[config.mk]
export PLATFORM = sky130hd
export DESIGN_NAME = control_unit
export DESIGN_NICKNAME = d
export VERILOG_FILES = /design/src/rtl/control_defs.sv /design/src/rtl/cu_decoder.sv /design/src/rtl/control_unit.sv
export SDC_FILE = /design/constraint.sdc
export NUM_CORES = 1
export LEC_CHECK = 0
export CAP_MARGIN = 20
export CORE_UTILIZATION = 35
export DETAILED_ROUTE_END_ITERATION = 10
export PLACE_DENSITY = 0.8
export SLEW_MARGIN = 10
export SYNTH_ARGS = -nofsm -noshare
export SYNTH_HDL_FRONTEND = slang
export SYNTH_HIERARCHICAL = 1
export SYNTH_SLANG_ARGS = --single-unit
[constraint.sdc]
create_clock -name Clock -period 2.2 [get_ports Clock]
set_clock_uncertainty 0.05 [all_clocks]
set_input_delay 0.22 -clock Clock [delete_from_list [all_inputs] [get_ports Clock]]
set_output_delay 0.22 -clock Clock [all_outputs]
set_load 0.005 [all_outputs]
[src/rtl/control_defs.sv]
// rtl/control_defs.sv - shared opcodes, state encoding, select codes and output bundle for the control unit
package control_defs;

  typedef enum logic [2:0] {
    F_LO = 3'd0,
    F_HI = 3'd1,
    DEC  = 3'd2,
    EX1  = 3'd3,
    EX2  = 3'd4,
    HALT = 3'd5
  } cu_state_e;

  localparam logic [3:0] OP_LDI = 4'h0;
  localparam logic [3:0] OP_LD  = 4'h1;
  localparam logic [3:0] OP_ST  = 4'h2;
  localparam logic [3:0] OP_ADD = 4'h3;
  localparam logic [3:0] OP_SUB = 4'h4;
  localparam logic [3:0] OP_AND = 4'h5;
  localparam logic [3:0] OP_OR  = 4'h6;
  localparam logic [3:0] OP_INC = 4'h7;
  localparam logic [3:0] OP_DEC = 4'h8;
  localparam logic [3:0] OP_MOV = 4'h9;
  localparam logic [3:0] OP_BRA = 4'hA;
  localparam logic [3:0] OP_BEQ = 4'hB;
  localparam logic [3:0] OP_BNE = 4'hC;
  localparam logic [3:0] OP_HLT = 4'hD;

  localparam logic [1:0] FUN_CLR  = 2'b00;
  localparam logic [1:0] FUN_LOAD = 2'b01;
  localparam logic [1:0] FUN_DEC  = 2'b10;
  localparam logic [1:0] FUN_INC  = 2'b11;

  localparam logic [3:0] ALU_IDLE  = 4'b0001;
  localparam logic [3:0] ALU_PASSB = 4'b0010;
  localparam logic [3:0] ALU_ADD   = 4'b0100;
  localparam logic [3:0] ALU_SUB   = 4'b0110;
  localparam logic [3:0] ALU_AND   = 4'b0111;
  localparam logic [3:0] ALU_OR    = 4'b1000;

  localparam logic [1:0] ARF_PC = 2'd0;
  localparam logic [1:0] ARF_AR = 2'd1;
  localparam logic [1:0] ARF_SP = 2'd2;

  localparam logic [3:0] ARF_EN_PC = 4'b1000;
  localparam logic [3:0] ARF_EN_AR = 4'b0100;
  localparam logic [3:0] ARF_EN_SP = 4'b0010;

  localparam logic [1:0] MUX_ALU = 2'd0;
  localparam logic [1:0] MUX_MEM = 2'd1;
  localparam logic [1:0] MUX_IMM = 2'd2;

  typedef struct packed {
    logic [1:0] mux_a_sel;
    logic [1:0] mux_b_sel;
    logic       mux_c_sel;
    logic [2:0] rf_out_a_sel;
    logic [2:0] rf_out_b_sel;
    logic [1:0] rf_fun_sel;
    logic [3:0] rf_t_sel;
    logic [3:0] rf_r_sel;
    logic [3:0] alu_fun_sel;
    logic [1:0] arf_out_a_sel;
    logic [1:0] arf_out_b_sel;
    logic [1:0] arf_fun_sel;
    logic [3:0] arf_r_sel;
    logic [1:0] ir_funsel;
    logic       ir_enable;
    logic       ir_lh;
    logic       mem_wr;
    logic       mem_cs_n;
  } cu_ctrl_t;

  // R1 sits in the MSB of the enable vector, so index 0 maps to 4'b1000.
  function automatic logic [3:0] rf_onehot(input logic [1:0] idx);
    return 4'b1000 >> idx;
  endfunction

  function automatic logic [3:0] alu_for_op(input logic [3:0] op);
    case (op)
      OP_ADD:  return ALU_ADD;
      OP_SUB:  return ALU_SUB;
      OP_AND:  return ALU_AND;
      OP_OR:   return ALU_OR;
      default: return ALU_IDLE;
    endcase
  endfunction

  function automatic cu_ctrl_t ctrl_idle();
    cu_ctrl_t c;
    c               = '0;
    c.rf_fun_sel    = FUN_LOAD;
    c.arf_fun_sel   = FUN_LOAD;
    c.ir_funsel     = FUN_LOAD;
    c.alu_fun_sel   = ALU_IDLE;
    c.mem_cs_n      = 1'b1;
    return c;
  endfunction

endpackage

[src/rtl/cu_decoder.sv]
// rtl/cu_decoder.sv - combinational map from (state, IR high byte, Z) to the datapath control bundle
module cu_decoder
  import control_defs::*;
(
  input  cu_state_e  state_i,
  input  logic       reset_i,
  input  logic [7:0] ir_high_i,
  input  logic       z_i,
  output cu_ctrl_t   ctrl_o
);

  logic [3:0] op;
  logic [1:0] rd;
  logic [1:0] rs;
  logic       take_br;

  assign op = ir_high_i[7:4];
  assign rd = ir_high_i[3:2];
  assign rs = ir_high_i[1:0];

  assign take_br = (op == OP_BRA) || ((op == OP_BEQ) && z_i) || ((op == OP_BNE) && !z_i);

  always_comb begin
    ctrl_o = ctrl_idle();
    // Reset wins over every state so an aborted store never reaches memory.
    if (reset_i) begin
      ctrl_o.arf_fun_sel = FUN_CLR;
      ctrl_o.arf_r_sel   = 4'b1110;
      ctrl_o.rf_fun_sel  = FUN_CLR;
      ctrl_o.rf_r_sel    = 4'b1111;
    end else begin
      case (state_i)
        F_LO, F_HI: begin
          ctrl_o.arf_out_b_sel = ARF_PC;
          ctrl_o.mem_cs_n      = 1'b0;
          ctrl_o.ir_enable     = 1'b1;
          ctrl_o.ir_lh         = (state_i == F_HI);
          ctrl_o.ir_funsel     = FUN_LOAD;
          ctrl_o.arf_r_sel     = ARF_EN_PC;
          ctrl_o.arf_fun_sel   = FUN_INC;
        end
        EX1: begin
          case (op)
            OP_LDI: begin
              ctrl_o.mux_a_sel  = MUX_IMM;
              ctrl_o.rf_r_sel   = rf_onehot(rd);
              ctrl_o.rf_fun_sel = FUN_LOAD;
            end
            OP_LD, OP_ST: begin
              ctrl_o.mux_b_sel   = MUX_IMM;
              ctrl_o.arf_r_sel   = ARF_EN_AR;
              ctrl_o.arf_fun_sel = FUN_LOAD;
            end
            OP_ADD, OP_SUB, OP_AND, OP_OR: begin
              ctrl_o.mux_c_sel    = 1'b0;
              ctrl_o.rf_out_a_sel = {1'b0, rd};
              ctrl_o.rf_out_b_sel = {1'b0, rs};
              ctrl_o.alu_fun_sel  = alu_for_op(op);
              ctrl_o.mux_a_sel    = MUX_ALU;
              ctrl_o.rf_r_sel     = rf_onehot(rd);
              ctrl_o.rf_fun_sel   = FUN_LOAD;
            end
            OP_INC, OP_DEC: begin
              ctrl_o.rf_fun_sel = (op == OP_INC) ? FUN_INC : FUN_DEC;
              ctrl_o.rf_r_sel   = rf_onehot(rd);
            end
            OP_MOV: begin
              ctrl_o.rf_out_b_sel = {1'b0, rs};
              ctrl_o.alu_fun_sel  = ALU_PASSB;
              ctrl_o.mux_a_sel    = MUX_ALU;
              ctrl_o.rf_r_sel     = rf_onehot(rd);
              ctrl_o.rf_fun_sel   = FUN_LOAD;
            end
            OP_BRA, OP_BEQ, OP_BNE: begin
              if (take_br) begin
                ctrl_o.mux_b_sel   = MUX_IMM;
                ctrl_o.arf_r_sel   = ARF_EN_PC;
                ctrl_o.arf_fun_sel = FUN_LOAD;
              end
            end
            default: ;
          endcase
        end
        EX2: begin
          if (op == OP_LD) begin
            ctrl_o.arf_out_b_sel = ARF_AR;
            ctrl_o.mem_cs_n      = 1'b0;
            ctrl_o.mux_a_sel     = MUX_MEM;
            ctrl_o.rf_r_sel      = rf_onehot(rd);
            ctrl_o.rf_fun_sel    = FUN_LOAD;
          end else if (op == OP_ST) begin
            ctrl_o.rf_out_b_sel  = {1'b0, rs};
            ctrl_o.alu_fun_sel   = ALU_PASSB;
            ctrl_o.arf_out_b_sel = ARF_AR;
            ctrl_o.mem_cs_n      = 1'b0;
            ctrl_o.mem_wr        = 1'b1;
          end
        end
        default: ;
      endcase
    end
  end

endmodule

[src/rtl/control_unit.sv]
// rtl/control_unit.sv - hardwired fetch/decode/execute sequencer driving the ALU_System datapath
module control_unit
  import control_defs::*;
#(
  parameter bit ILLEGAL_HALT = 1'b1
) (
  input  logic       Clock,
  input  logic       Reset,
  input  logic [7:0] IR_High,
  input  logic [3:0] ALU_ZCNO,
  output logic [1:0] MuxASel,
  output logic [1:0] MuxBSel,
  output logic       MuxCSel,
  output logic [2:0] RF_OutASel,
  output logic [2:0] RF_OutBSel,
  output logic [1:0] RF_FunSel,
  output logic [3:0] RF_TSel,
  output logic [3:0] RF_RSel,
  output logic [3:0] ALU_FunSel,
  output logic [1:0] ARF_OutASel,
  output logic [1:0] ARF_OutBSel,
  output logic [1:0] ARF_FunSel,
  output logic [3:0] ARF_RSel,
  output logic [1:0] IR_Funsel,
  output logic       IR_Enable,
  output logic       IR_LH,
  output logic       Mem_WR,
  output logic       Mem_CS,
  output logic       Halted,
  output logic       Illegal
);

  cu_state_e  state_q, state_d;
  logic       halted_q, halted_d;
  logic       illegal_q, illegal_d;
  logic [3:0] op;
  logic       op_illegal;
  logic       unused_flags;
  cu_ctrl_t   ctrl;

  assign op           = IR_High[7:4];
  assign op_illegal   = (op[3:1] == 3'b111);
  assign unused_flags = ^ALU_ZCNO[2:0];

  always_comb begin
    state_d = state_q;
    case (state_q)
      F_LO: state_d = F_HI;
      F_HI: state_d = DEC;
      DEC:  state_d = EX1;
      EX1: begin
        if (op == OP_LD || op == OP_ST) begin
          state_d = EX2;
        end else if (op == OP_HLT) begin
          state_d = HALT;
        end else if (op_illegal) begin
          state_d = ILLEGAL_HALT ? HALT : F_LO;
        end else begin
          state_d = F_LO;
        end
      end
      EX2:     state_d = F_LO;
      HALT:    state_d = HALT;
      default: state_d = F_LO;
    endcase
  end

  assign illegal_d = (state_q == EX1) && op_illegal;
  assign halted_d  = (state_d == HALT);

  always_ff @(posedge Clock) begin
    if (Reset) begin
      state_q   <= F_LO;
      halted_q  <= 1'b0;
      illegal_q <= 1'b0;
    end else begin
      state_q   <= state_d;
      halted_q  <= halted_d;
      illegal_q <= illegal_d;
    end
  end

  cu_decoder u_decoder (
    .state_i   (state_q),
    .reset_i   (Reset),
    .ir_high_i (IR_High),
    .z_i       (ALU_ZCNO[3]),
    .ctrl_o    (ctrl)
  );

  assign MuxASel     = ctrl.mux_a_sel;
  assign MuxBSel     = ctrl.mux_b_sel;
  assign MuxCSel     = ctrl.mux_c_sel;
  assign RF_OutASel  = ctrl.rf_out_a_sel;
  assign RF_OutBSel  = ctrl.rf_out_b_sel;
  assign RF_FunSel   = ctrl.rf_fun_sel;
  assign RF_TSel     = ctrl.rf_t_sel;
  assign RF_RSel     = ctrl.rf_r_sel;
  assign ALU_FunSel  = ctrl.alu_fun_sel;
  assign ARF_OutASel = ctrl.arf_out_a_sel;
  assign ARF_OutBSel = ctrl.arf_out_b_sel;
  assign ARF_FunSel  = ctrl.arf_fun_sel;
  assign ARF_RSel    = ctrl.arf_r_sel;
  assign IR_Funsel   = ctrl.ir_funsel;
  assign IR_Enable   = ctrl.ir_enable;
  assign IR_LH       = ctrl.ir_lh;
  assign Mem_WR      = ctrl.mem_wr;
  assign Mem_CS      = ctrl.mem_cs_n;
  assign Halted      = halted_q;
  assign Illegal     = illegal_q;

endmodule

==> key figures <==
Run status
  – Result of the run: complete, but fails checks
  – Violations in the final reports: setup timing

Synth
  – Leading register cell type out of synthesis: dfxtp_1
  – Mean cell area of the mapped netlist: 7.12 um^2
  – Number of synthesized flops with an enable pin: 0
  – Fraction of the yosys area taken by sequential cells: 12.2%
  – FF+latch count, synth: 5
  – Syn Std Cell Area: 818 um^2
  – Cell count after synthesis: ~120
  – Distinct cells, synth: 42
  – Yosys warning total: 6
  – Share of flip-flops with an asynchronous set or reset after synthesis: 0%

Hold path
  – Hold WC Path Type: reg -> reg
  – Worst Hold Path Cells: 2

Pwr
  – Power density normalized to cell area: 287 nW/um^2
  – IR Drop Worst-Case VDD: ~0.25 mV
  – Leakage: 0.770 nW

Layout
  – Post-layout instance count excluding filler cells: 215
  – Final non-filler cell area: 1540 um^2
  – Count of antenna diodes in the layout: 0
  – Final #Nets: ~200
  – Share of final-layout standard cells stronger than drive strength 1: 35.3%
  – Area growth from synthesis to final layout: 88.1%
  – Fill cell instance count of the final layout: approximately 190

STA
  – RSZ-0062 raised after global routing: true
  – Clock period minus final worst setup slack: ~2.2 ns
  – Endpoints failing hold: 0
  – Fmax: 0.452 GHz
  – Final Worst Setup Slack: -0.0110 ns
  – Final setup violation count: 1
  – Post-route clock period utilization: 100%
  – Max-slew violations: 0

Clock tree
  – Clock tree buffer depth: 2
  – Max H-tree Level: 1
  – Source-to-sink clock delay at the later pin of the worst-skew pair: 0.25 ns
  – Number of hold buffers added after cts: 0
  – Sink count of the clock tree: 5
  – Clock tree from TritonCTS: done
  – Clock buffer count from CTS: 3
  – Post-CTS clock slew at the launch and capture registers of the worst setup and hold paths: 0.05 ns
  – Root Driver: clkbuf_4

Worst setup path
  – Delay contributed by the slowest stage of the critical path: 0.40 ns
  – Worst path slowest cell: or3b_4
  – Critical path fanouts, max: 4
  – Worst setup path category: reg -> out
  – Reg-to-reg setup timing slack: 1.02 ns
  – Required time at the endpoint of the critical path: 1.93 ns
  – Logic depth of the worst register-to-register path: 3
  – Cells along the critical path: or3b_4 > o32a_1 > o21ai_2 > buf_4 > buf_6 > a31o_1 > buf_2
  – Element type at the critical path start: register
  – Nature of the critical path endpoint: output pin
  – Data arrival, critical path: 1.94 ns

Placement
  – Final RePlAce weighted congestion: 0.890
  – Cell Area, Placed: 1370 um^2
  – Half-perimeter wire length after detailed placement: about 2.1 mm
  – Instance count after placement with tap cells included: roughly 200
  – Port Buffer Count: 39

Detailed routing
  – Sum of routed wire length over all layers: 3.11 mm
  – Post-route ant nets: 0
  – Post-DR vias/cell: 5.30
  – Total number of vias: between 1,000 and 1,500
  – Detailed-route wire length per cell: 14.5 um
  – Detailed Route Iter0 Violations: 25
  – Number of optimization iterations in the first detailed-route pass: 4
  – DR DRC count: 0

Global route
  – Largest net degree at the start of global routing: 13
  – Number of global-route vias before repair: between 1,000 and 1,500
  – Number of antenna violations at the first check in global routing: 0
  – First-pass GRT wire length: 4.82 mm
  – Remaining global-route overflow: 0
  – GRT Resource Usage Total: ~25%

Floorplanning
  – Full die area: 2540 um^2
  – # rows: 17
  – Initial cell density of the core: 37.0%
  – DIE WIDTH: 50.4 um
  – Vert. Die Dim: 50.4 um
  – Floorplan core area: 2210 um^2
  – Number of top-level pins: 57

Job
  – Count of maximum capacitance violations: 0
cells by family after synthesis:
| group | Yosys count | synth area share, % |
|---|---|---|
| other cells | 2 | 0.918 |
| xor+xnor | 2 | 2.14 |
| flops | 5 | 12.2 |
| buf+inv | 27 | 19.6 |
| mux | 2 | 2.45 |
| compound gates | 29 | 27.5 |
| simple gates | 48 | 35.2 |
where the power goes:
group          internal [W]  switching [W]  total [W]
sequential        0.0000962     0.00000567   0.000102
combinational      0.000119       0.000112   0.000231
clock             0.0000687      0.0000391   0.000108
cell usage in the layout (no fill, tap or decap), types with 3 or more instances in the layout:
master           netlist  final
a21oi_1                6      6
a31o_1                 4      4
and2_1                 3      3
buf_4                 15     33
buf_6                  0      4
clkbuf_4               0      3
clkdlybuf4s50_1        0     16
conb_1                 2     14
dlygate4sd2_1          0     13
dlymetal6s2s_1         0      4
inv_1                  7      7
nand2b_1               6      5
nor2_1                 7      6
nor2b_1                4      3
nor3_1                11      8
cell usage after synthesis (all sizes together), types with 4 or more instances:
cell type / n / area, um^2
a21oi: 6 / 30.0
a31o: 4 / 35.0
buf: 17 / 123
dfxtp: 5 / 100
inv: 7 / 26.3
nand2b: 6 / 37.5
nor2: 7 / 26.3
nor2b: 4 / 25.0
nor3: 12 / 65.1
o21ai: 4 / 23.8
state kept, by name, summed over array words and instances, names as in the netlist:
signal and count:
Illegal 1, state_q 3, Halted 1
per-layer routing:
metal  track usage [%]  share of wire, %  up-vias
li1                  -                 -      542
met1              27.0                40      535
met2              48.7                53       58
met3              1.82               5.7        4
met4              9.72              0.74        0
met5                 0                 0        -
worst max-delay path, delay by kind of cell, from the launching register on:
family,cells,cell delay [ns]
DFF,1,0.35
and+or+nand+nor,1,0.40
buffers and inverters,3,0.34
AOI/OAI and AO/OA,3,0.60
metrics by stage:
stage | utilization [%] | power (W) | hold slack, ns | setup slack (ns) | TNS [ns]
after floorplan | - | 0.000210 | 0.247 | 0.420 | 0
after global placement | 62.0 | 0.000305 | 0.563 | -0.204 | -1.81
after detailed placement | 62.0 | 0.000311 | 0.580 | -0.264 | -2.46
after CTS | 67.9 | 0.000432 | 0.535 | -0.00111 | -0.00111
after global routing | 69.6 | 0.000466 | 0.566 | -0.0710 | -0.108
final | 69.6 | 0.000441 | 0.534 | -0.0110 | -0.0110
final timing paths:
kind                    startpoint                     to
min reg2reg  state_q[2]$_SDFF_PP0_  state_q[1]$_SDFF_PP0_
min          state_q[2]$_SDFF_PP0_  state_q[1]$_SDFF_PP0_
max          state_q[0]$_SDFF_PP0_             RF_RSel[0]
max reg2reg  state_q[1]$_SDFF_PP0_      Halted$_SDFF_PP0_
cell type report:
| class | count | area, um^2 | share of cell area (%) |
|---|---|---|---|
| Multi-Input combinational cell | 95 | 688 | 44.7 |
| Sequential cell | 5 | 106 | 6.91 |
| Tap cell | 28 | 35.0 | 2.28 |
| Inverter | 7 | 26.3 | 1.71 |
| Timing Repair Buffer | 76 | 657 | 42.7 |
| Clock buffer | 4 | 26.3 | 1.71 |
repair_timing:
item	CTS	global route
hold endpoints to repair	0	0
pin swaps	10	7
setup buffers	7	1
setup endpoints to repair	21	12
gates resized for setup	45	16
No activity file was read; power rests on OpenSTA's default activity.
